### src/rtl/polyphase_decim_fir.sv
// Polyphase decimating FIR: PHASES parallel multipliers time-shared over TAPS cycles per output.
// Optional rounding/saturating output stage enabled by POLYPHASE_DECIM_FIR_ROUND_SAT_EN.
module polyphase_decim_fir #(
    parameter int DATA_W     = 11,
    parameter int COEF_W     = 11,
    parameter int PHASES     = 4,
    parameter int TAPS       = 4,
    parameter int ACC_W      = 48,
    parameter int OUT_W      = 16,
    parameter int FRAC_SHIFT = 10
) (
    input  logic                              sys_clk_i,
    input  logic                              sys_rst_i,
    input  logic                              start_i,
    input  logic                              din_valid_i,
    input  logic signed [DATA_W-1:0]          din_i,
    output logic                              din_ready_o,
    input  logic                              coef_we_i,
    input  logic [$clog2(PHASES*TAPS)-1:0]    coef_addr_i,
    input  logic signed [COEF_W-1:0]          coef_data_i,
    output logic                              busy_o,
    output logic                              dout_valid_o,
`ifdef POLYPHASE_DECIM_FIR_ROUND_SAT_EN
    output logic signed [OUT_W-1:0]           dout_o
`else
    output logic signed [ACC_W-1:0]           dout_o
`endif
);

    localparam int N      = PHASES * TAPS;
    localparam int ADDR_W = $clog2(N);
    localparam int CNT_W  = $clog2(PHASES);
    localparam int TAP_W  = (TAPS > 1) ? $clog2(TAPS) : 1;
    localparam int PROD_W = DATA_W + COEF_W;

    if (PHASES < 2) begin : g_bad_phases
        $error("PHASES must be at least 2");
    end
    if (TAPS < 1) begin : g_bad_taps
        $error("TAPS must be at least 1");
    end
    if (ACC_W < PROD_W + ADDR_W) begin : g_bad_acc
        $error("ACC_W too narrow for full-precision accumulation");
    end
    if (OUT_W < 2 || FRAC_SHIFT < 1) begin : g_bad_fmt
        $error("OUT_W must be >= 2 and FRAC_SHIFT >= 1");
    end

    typedef enum logic {
        IDLE,
        MAC
    } state_t;

    state_t state, state_next;

    logic signed [DATA_W-1:0] x_line [N];
    logic signed [DATA_W-1:0] snap   [N];
    logic signed [COEF_W-1:0] coef   [N];

    logic [CNT_W-1:0]         cnt;
    logic [TAP_W-1:0]         tap_cnt;
    logic signed [ACC_W-1:0]  acc;
    logic signed [ACC_W-1:0]  partial;
    logic signed [ACC_W-1:0]  sum_next;
    logic [ADDR_W-1:0]        idx;
    logic signed [PROD_W-1:0] prod;

    logic cnt_wrap;
    logic accept;
    logic launch;
    logic last_tap;
    logic addr_ok;

    assign busy_o      = (state == MAC);
    assign cnt_wrap    = (cnt == CNT_W'(PHASES - 1));
    assign din_ready_o = !(busy_o && cnt_wrap);
    assign accept      = din_valid_i && din_ready_o;
    assign launch      = accept && cnt_wrap && !start_i;
    assign last_tap    = busy_o && (tap_cnt == TAP_W'(TAPS - 1));

    // A power-of-two N makes every address legal, so no compare is elaborated.
    if (N == (1 << ADDR_W)) begin : g_addr_full
        assign addr_ok = 1'b1;
    end else begin : g_addr_part
        assign addr_ok = (coef_addr_i < ADDR_W'(N));
    end

    always_ff @(posedge sys_clk_i or posedge sys_rst_i) begin
        if (sys_rst_i) begin
            for (int k = 0; k < N; k++) begin
                coef[k] <= '0;
            end
        end else if (coef_we_i && !busy_o && addr_ok) begin
            coef[coef_addr_i] <= coef_data_i;
        end
    end

    always_ff @(posedge sys_clk_i or posedge sys_rst_i) begin
        if (sys_rst_i) begin
            for (int k = 0; k < N; k++) begin
                x_line[k] <= '0;
                snap[k]   <= '0;
            end
            cnt <= '0;
        end else if (start_i) begin
            for (int k = 0; k < N; k++) begin
                x_line[k] <= '0;
                snap[k]   <= '0;
            end
            cnt <= '0;
            if (accept) begin
                x_line[0] <= din_i;
                cnt       <= CNT_W'(1);
            end
        end else if (accept) begin
            x_line[0] <= din_i;
            for (int k = 1; k < N; k++) begin
                x_line[k] <= x_line[k-1];
            end
            cnt <= cnt_wrap ? '0 : cnt + 1'b1;
            // The snapshot sees the line as it will be after this shift.
            if (cnt_wrap) begin
                snap[0] <= din_i;
                for (int k = 1; k < N; k++) begin
                    snap[k] <= x_line[k-1];
                end
            end
        end
    end

    always_comb begin
        partial = '0;
        idx     = '0;
        prod    = '0;
        for (int p = 0; p < PHASES; p++) begin
            idx     = ADDR_W'(int'(tap_cnt) * PHASES + p);
            prod    = PROD_W'(snap[idx]) * PROD_W'(coef[idx]);
            partial = partial + ACC_W'(prod);
        end
    end

    assign sum_next = acc + partial;

`ifdef POLYPHASE_DECIM_FIR_ROUND_SAT_EN
    localparam logic signed [ACC_W:0] RND_HALF = (ACC_W + 1)'(1) << (FRAC_SHIFT - 1);
    localparam logic signed [ACC_W:0] OUT_MAX  = (ACC_W + 1)'((longint'(1) << (OUT_W - 1)) - 1);
    localparam logic signed [ACC_W:0] OUT_MIN  = -OUT_MAX - 1;

    function automatic logic signed [OUT_W-1:0] format_out(input logic signed [ACC_W-1:0] v);
        logic signed [ACC_W:0] r;
        r = ((ACC_W + 1)'(v) + RND_HALF) >>> FRAC_SHIFT;
        if (r > OUT_MAX) begin
            return OUT_W'(OUT_MAX);
        end else if (r < OUT_MIN) begin
            return OUT_W'(OUT_MIN);
        end
        return OUT_W'(r);
    endfunction
`else
    function automatic logic signed [ACC_W-1:0] format_out(input logic signed [ACC_W-1:0] v);
        return v;
    endfunction
`endif

    always_ff @(posedge sys_clk_i or posedge sys_rst_i) begin
        if (sys_rst_i) begin
            state <= IDLE;
        end else begin
            state <= state_next;
        end
    end

    always_comb begin
        state_next = state;
        if (start_i) begin
            state_next = IDLE;
        end else begin
            case (state)
                IDLE:    if (launch)   state_next = MAC;
                MAC:     if (last_tap) state_next = IDLE;
                default: state_next = IDLE;
            endcase
        end
    end

    // start_i wins over the final MAC edge so an aborted result never strobes out.
    always_ff @(posedge sys_clk_i or posedge sys_rst_i) begin
        if (sys_rst_i) begin
            acc          <= '0;
            tap_cnt      <= '0;
            dout_o       <= '0;
            dout_valid_o <= 1'b0;
        end else begin
            dout_valid_o <= 1'b0;
            if (start_i || launch) begin
                acc     <= '0;
                tap_cnt <= '0;
            end else if (busy_o) begin
                acc     <= sum_next;
                tap_cnt <= tap_cnt + 1'b1;
                if (last_tap) begin
                    dout_o       <= format_out(sum_next);
                    dout_valid_o <= 1'b1;
                    tap_cnt      <= '0;
                end
            end
        end
    end

endmodule

### config.mk
export PLATFORM = sky130hd
export DESIGN_NAME = polyphase_decim_fir
export DESIGN_NICKNAME = d
export VERILOG_FILES = /design/src/rtl/polyphase_decim_fir.sv
export SDC_FILE = /design/constraint.sdc
export NUM_CORES = 2
export LEC_CHECK = 0
export CORE_ASPECT_RATIO = 0.75
export CORE_MARGIN = 2
export CORE_UTILIZATION = 45
export DETAILED_ROUTE_END_ITERATION = 16
export PLACE_DENSITY = 0.63
export SLEW_MARGIN = 15
export SYNTH_ARGS = -nofsm -noshare
export SYNTH_HDL_FRONTEND = slang
export SYNTH_SLANG_ARGS = --single-unit
### constraint.sdc
create_clock -name sys_clk_i -period 21.2 [get_ports sys_clk_i]
set_input_delay 3.18 -clock sys_clk_i [delete_from_list [all_inputs] [get_ports sys_clk_i]]
set_output_delay 3.18 -clock sys_clk_i [all_outputs]
set_load 0.02 [all_outputs]
Word level (Yosys, flattened, before mapping)
Index checks and enable logic that the tools add are counted.
{"block": "totals", "reg_bits": 619, "in_bits": 31, "output_inout_bits": 51, "wordCells": 146}
{"block": "classes", "n_addsub": 9, "mul": 4, "order_cmp": 6, "eq_ne": 2, "mux": 49, "bitwise_logic": 7, "n_reduce_logical": 16}
{"operator": "two-way mux 176 bit", "n": 5}
{"operator": "binary-select mux 11 bit (select 4 bit)", "n": 8}
{"operator": "two-way mux 11 bit", "n": 18}
{"operator": "bitwise mux 176 bit", "n": 1}
{"operator": "two-way mux 48 bit", "n": 2}
{"operator": "multiplier 11 x 11 -> 22 bit", "n": 4}
{"operator": "adder 48 x 25 -> 48 bit", "n": 1}
{"operator": "demux 11 bit (select 4 bit)", "n": 1}
{"operator": "adder 24 x 22 -> 25 bit", "n": 1}
{"operator": "greater-or-equal comparator 5 bit, second input constant", "n": 5}
{"operator": "inverter 4 -> 5 bit", "n": 5}
{"operator": "adder 23 x 22 -> 24 bit", "n": 1}
{"operator": "adder 22 x 22 -> 23 bit", "n": 1}
{"operator": "two-way mux 2 bit", "n": 6}
{"operator": "adder 4 x 2 -> 4 bit, second input constant", "n": 2}
{"operator": "logical AND 1 bit", "n": 7}
{"operator": "two-way mux 1 bit", "n": 7}
{"operator": "nonzero test 2 bit", "n": 3}
{"operator": "< comparator 5 x 1 -> 1 bit, second input constant", "n": 1}
{"operator": "adder 2 x 1 -> 2 bit, second input constant", "n": 2}
{"operator": "adder 4 x 1 -> 4 bit, second input constant", "n": 1}
{"operator": "== test 2 bit, second input constant", "n": 2}
{"operator": "zero test 1 bit", "n": 3}
{"operator": "AND reduction 3 bit", "n": 1}
{"operator": "other kinds (4)", "n": 5}

Depth between registers and ports, before layout
{"block": "logic_depth", "depth_word": 12, "ltp_mapped": 34}

Worst setup path after synthesis
Ideal clock, no wire load.
{"block": "synth_path", "path_type": "register to register", "startpoint": "register tap_cnt[0]", "endpoint": "register dout_o[42]", "setup_ps": 131, "t_arrival_ps": 9845, "required_ps": 21069, "path_slack_ps": 11224, "path_stages_with_launch": 32, "path_buffers": 3, "synth_period_minus_slack_ps": 9976, "cell_sequence": "dfrtp_1 > clkbuf_1 > buf_2 > mux4_2 > clkbuf_1 > nand2_1 > inv_1 > fa_1 > inv_1 > fa_1 > inv_1 > fa_1 > inv_1 > fa_1 > inv_1 > fa_1 > fa_1 > fa_1 > fa_1 > inv_1 > fa_1 > inv_1 > ha_1 > a21o_1 > a21o_1 > a32o_1 > a211o_1 > o21ai_2 > o211ai_2 > a31oi_4 > nor3_1 > or3_1"}
{"block": "synth_between", "elab_chain_cells": 10, "elab_cells_between_ends": 42, "classes_between": "7 x add/sub; 4 x mul; 1 x eq/ne; 24 x mux; 4 x bitwise; 2 x reduce/logical"}
{"element": "start, declared", "line_no": "61", "rtl": "logic [TAP_W-1:0] tap_cnt;"}
{"element": "start signal, assigned", "line_no": "200", "rtl": "tap_cnt <= tap_cnt + 1'b1;"}
{"element": "adder 4 x 1 -> 4 bit", "line_no": "136", "rtl": "idx = ADDR_W'(int'(tap_cnt) * PHASES + p);"}
{"element": "inverter 4 -> 5 bit (implied by the code)", "line_no": "137", "rtl": "prod = PROD_W'(snap[idx]) * PROD_W'(coef[idx]);"}
{"element": "binary-select mux 11 bit (select 4 bit)", "line_no": "137"}
{"element": "two-way mux 11 bit (implied by the code) (2 in a row)", "line_no": "137"}
{"element": "multiplier 11 x 11 -> 22 bit", "line_no": "137"}
{"element": "adder 22 x 22 -> 23 bit", "line_no": "138", "rtl": "partial = partial + ACC_W'(prod);"}
{"element": "adder 23 x 22 -> 24 bit", "line_no": "138"}
{"element": "adder 24 x 22 -> 25 bit", "line_no": "138"}
{"element": "adder 48 x 25 -> 48 bit", "line_no": "142", "rtl": "assign sum_next = acc + partial;"}
{"element": "end signal, assigned", "line_no": "202", "rtl": "dout_o <= format_out(sum_next);"}
{"element": "end, declared", "line_no": "26", "rtl": "output logic signed [ACC_W-1:0] dout_o"}
Several ways; a longest one is shown, not always the timed one. The select of a mux whose other input is x is not followed.
A chain may end at the register's enable or synchronous reset.

Worst setup path after layout
{"block": "layout_path", "startpoint": "register tap_cnt[1]", "endpoint": "register dout_o[41]"}
Same word-level chain as after synthesis.

==> flow_summary.ini <==
[global_routing]
grt_pass1_vias = 35900
antenna_found_initial = 2
grt_max_degree = 178
grt_pass1_wl_microns = 211000
grt_overflow = 0
grtUsageTotal = 0.229

[power]
ir_drop_v = 0.000197
power.share.switching = 0.490
p_clk_frac = 0.157
powerDensity_mw_per_mm2 = 136
pwr-share-comb = 0.668
sequentialPowerShare = 0.175
p_leak_nw = 28.2
p_sw_mw = 3.79
internal_power_mw = 3.95

[critical_path]
path_common_cell = fa_1
cp.required_ns = 21.75
path_class = reg2reg
r2r_slack_ns = 9.62
cp_slowest_cell = inv_1
rr_worst_depth = 28
path_delay_family = adder cells
reg2reg_to = dout_o[41]$_DFFE_PP0P_
worst_setup_path_start_kind = flop
r2r_start = tap_cnt[1]$_DFFE_PP0P_
critPathArrivalTime_ns = 12.13
critPathBufInv = 7
cp_slowest_stage_delay_ns = 0.83
crit_path_end_kind = flop
critPathMaxFanout = 44

[place]
dpl.cell_count = 6125
place_ws_ns = 9.66
dp_hpwl_microns = 97500
portBuffers = 81
routabilityCongestion = 0.871

[floorplan]
ios = 82
rows = 108
dieHeight_microns = 299
dieArea_sq_mm = 0.119
die_w_microns = 398
start_util = 0.453
core_area_sq_mm = 0.116

[clock_tree]
path_clk_slew_ns = 0.06
tritoncts = yes
cts.sinks = 619
worstSkewPairLatency_ns = 0.66
clock_path_buffers = 3
cts_resized = 0
ctsHoldBuffers = 0
cts_root_buf = clkbuf_16
cts_inserted_buffers = 68
postCtsSetupRepairBufs = 0
cts.htree.levels = 3

[yosys]
synth_compound_area_frac = 0.0717
synth.top_cell.area_share = 0.310
ys_top_cells_by_area = fa_1 (31%), dfrtp_1 (30%), inv_1 (6.5%), ha_1 (5.6%), mux2_2 (4.5%)
synth_top_family_by_area = adder cells
synthAdderAreaFrac = 0.366
synth_edf_count = 0
synth_fp_nets = 5806
async_reset_ff_frac = 1.00
yosysMostFrequentCell = inv_1
yosys.area_share.simple = 0.0920
syn_area_per_cell_sq_um = 11.1
ys.flop_type = dfrtp_1
ys_top_cells_by_count = inv_1 (901), fa_1 (811), dfrtp_1 (619), nand2_1 (600), and2_1 (249)
ys_seq_area_frac = 0.296
postSynthCellCount = 4730
synthXorXnorAreaFrac = 0.00770
ys_warn_count = 0
synth.distinct_cells = 66
yosys.area.top_type = fa_1
ys_seq_elements = 619
synth_area_sq_mm = 0.0523
synth.area.mux_share = 0.0829

[timing]
whs_ns = 0.474
setup_ws_ns = 9.62
finalSetupTns_ns = 0
worstMarginPinSlew_ns = 1.14
rsz0062_at_grt = false
finalCritPeriodShare = 0.546
slew_headroom = 0.236
hold_viol = 0
fmax_ghz = 0.0863
setup_violations = 0
maxSlewViolCount = 0
post-route-min-period_ns = 11.58
skew_ns = 0.0206

[route]
routedWlPerCell_microns = 20.5
vias_per_cell = 5.27
drt_iter0_drc = 2233
first_pass_iters = 7
drc = 0
wl_microns = 128000
ant_nets = 0
vias = 32900

[finish]
nNetsFinal = 5731
seqCellArea_sq_mm = 0.0155
instances_no_fill = 6248
area_delta_synth_final_pct = 8.33
fillers = 10400
drive_gt1_frac = 0.101
multiInputGateArea_sq_mm = 0.0325

[min_path]
hold_class = reg2reg
hold_depth = 2
min_to = dout_o[16]$_DFFE_PP0P_
hp-start = dout_o[16]$_DFFE_PP0P_

[job]
maxCapViolCount = 0

[status]
status = completed
state kept, by name (all words and copies together) (netlist names):
name and cells:
acc 48, coef 176, dout_o 48, busy_o 1
tap_cnt 2, snap 176, cnt 2, x_line 165
dout_valid_o 1
metrics by stage:
step	util	area (sq um)	power, mW
3_3_place_gp	0.471	54400	6.45
5_1_grt	0.491	56700	8.54
4_1_cts	0.491	56700	7.78
3_5_place_dp	0.471	54400	6.51
2_1_floorplan	-	52300	5.16
6_report	0.491	56700	7.73
worst max path at each step:
stage	startpoint	endpoint	slack (ns)	depth (start not counted)
after floorplan	sys_rst_i	acc[0]$_DFFE_PP0P_	0.69	1
after global placement	tap_cnt[1]$_DFFE_PP0P_	dout_o[41]$_DFFE_PP0P_	9.72	27
after global routing	tap_cnt[1]$_DFFE_PP0P_	dout_o[41]$_DFFE_PP0P_	8.91	28
final	tap_cnt[1]$_DFFE_PP0P_	dout_o[41]$_DFFE_PP0P_	9.62	28
after CTS	tap_cnt[1]$_DFFE_PP0P_	dout_o[41]$_DFFE_PP0P_	9.60	28
after detailed placement	tap_cnt[1]$_DFFE_PP0P_	dout_o[41]$_DFFE_PP0P_	9.66	28
worst min-delay path, cell delays in order (launching register included):
cell     delay [ns]
dfrtp_1        0.34
nand2_1        0.05
nand2_1        0.05
kinds of logic (layout without fill, tap and decap cells):
kind of cell	count (synthesis)	after routing
AOI/OAI and AO/OA	532	532
xor gates and xnor gates	46	46
adders and majority gates	1045	1045
buffers and inverters	1159	1136
DFF	619	619
muxes	300	300
other	0	1
and+or+nand+nor	1029	1029
power groups by stage:
stage	sequential, mW	combinational [mW]	clock, mW
6_report	1.35	5.16	1.22
4_1_cts	1.35	5.18	1.25
3_3_place_gp	1.37	5.08	0
2_1_floorplan	1.35	3.81	0
5_1_grt	1.37	5.88	1.30
3_5_place_dp	1.37	5.14	0
metal layers:
layer	vias to the layer above	routed length [microns]	GRT usage
met5	-	14	0
met4	2	2290	0.0465
met3	130	6680	0.0348
met2	730	59700	0.355
met1	17400	59300	0.343
li1	14700	-	-
cells in the final DEF (no fill, tap or decap), types with 80 or more instances in the layout:
cell type / n
inv_1: 898
fa_1: 809
dfrtp_1: 617
nand2_1: 598
and2_1: 247
ha_1: 234
a22o_1: 216
mux2_2: 207
a21oi_1: 192
mux4_2: 86
clkdlybuf4s50_1: 80
area by class of cell:
| cell class | count | area share |
|---|---|---|
| sequential | 619 | 0.273 |
| multi-input combinational | 2952 | 0.574 |
| clock buffer | 95 | 0.0347 |
| tap | 1540 | 0.0340 |
| clock inverter | 27 | 0.00519 |
| inverter | 901 | 0.0598 |
| antenna | 1 | 0.0000441 |
| timing repair buffer | 113 | 0.0192 |
Power figures use the tool's default switching activity.
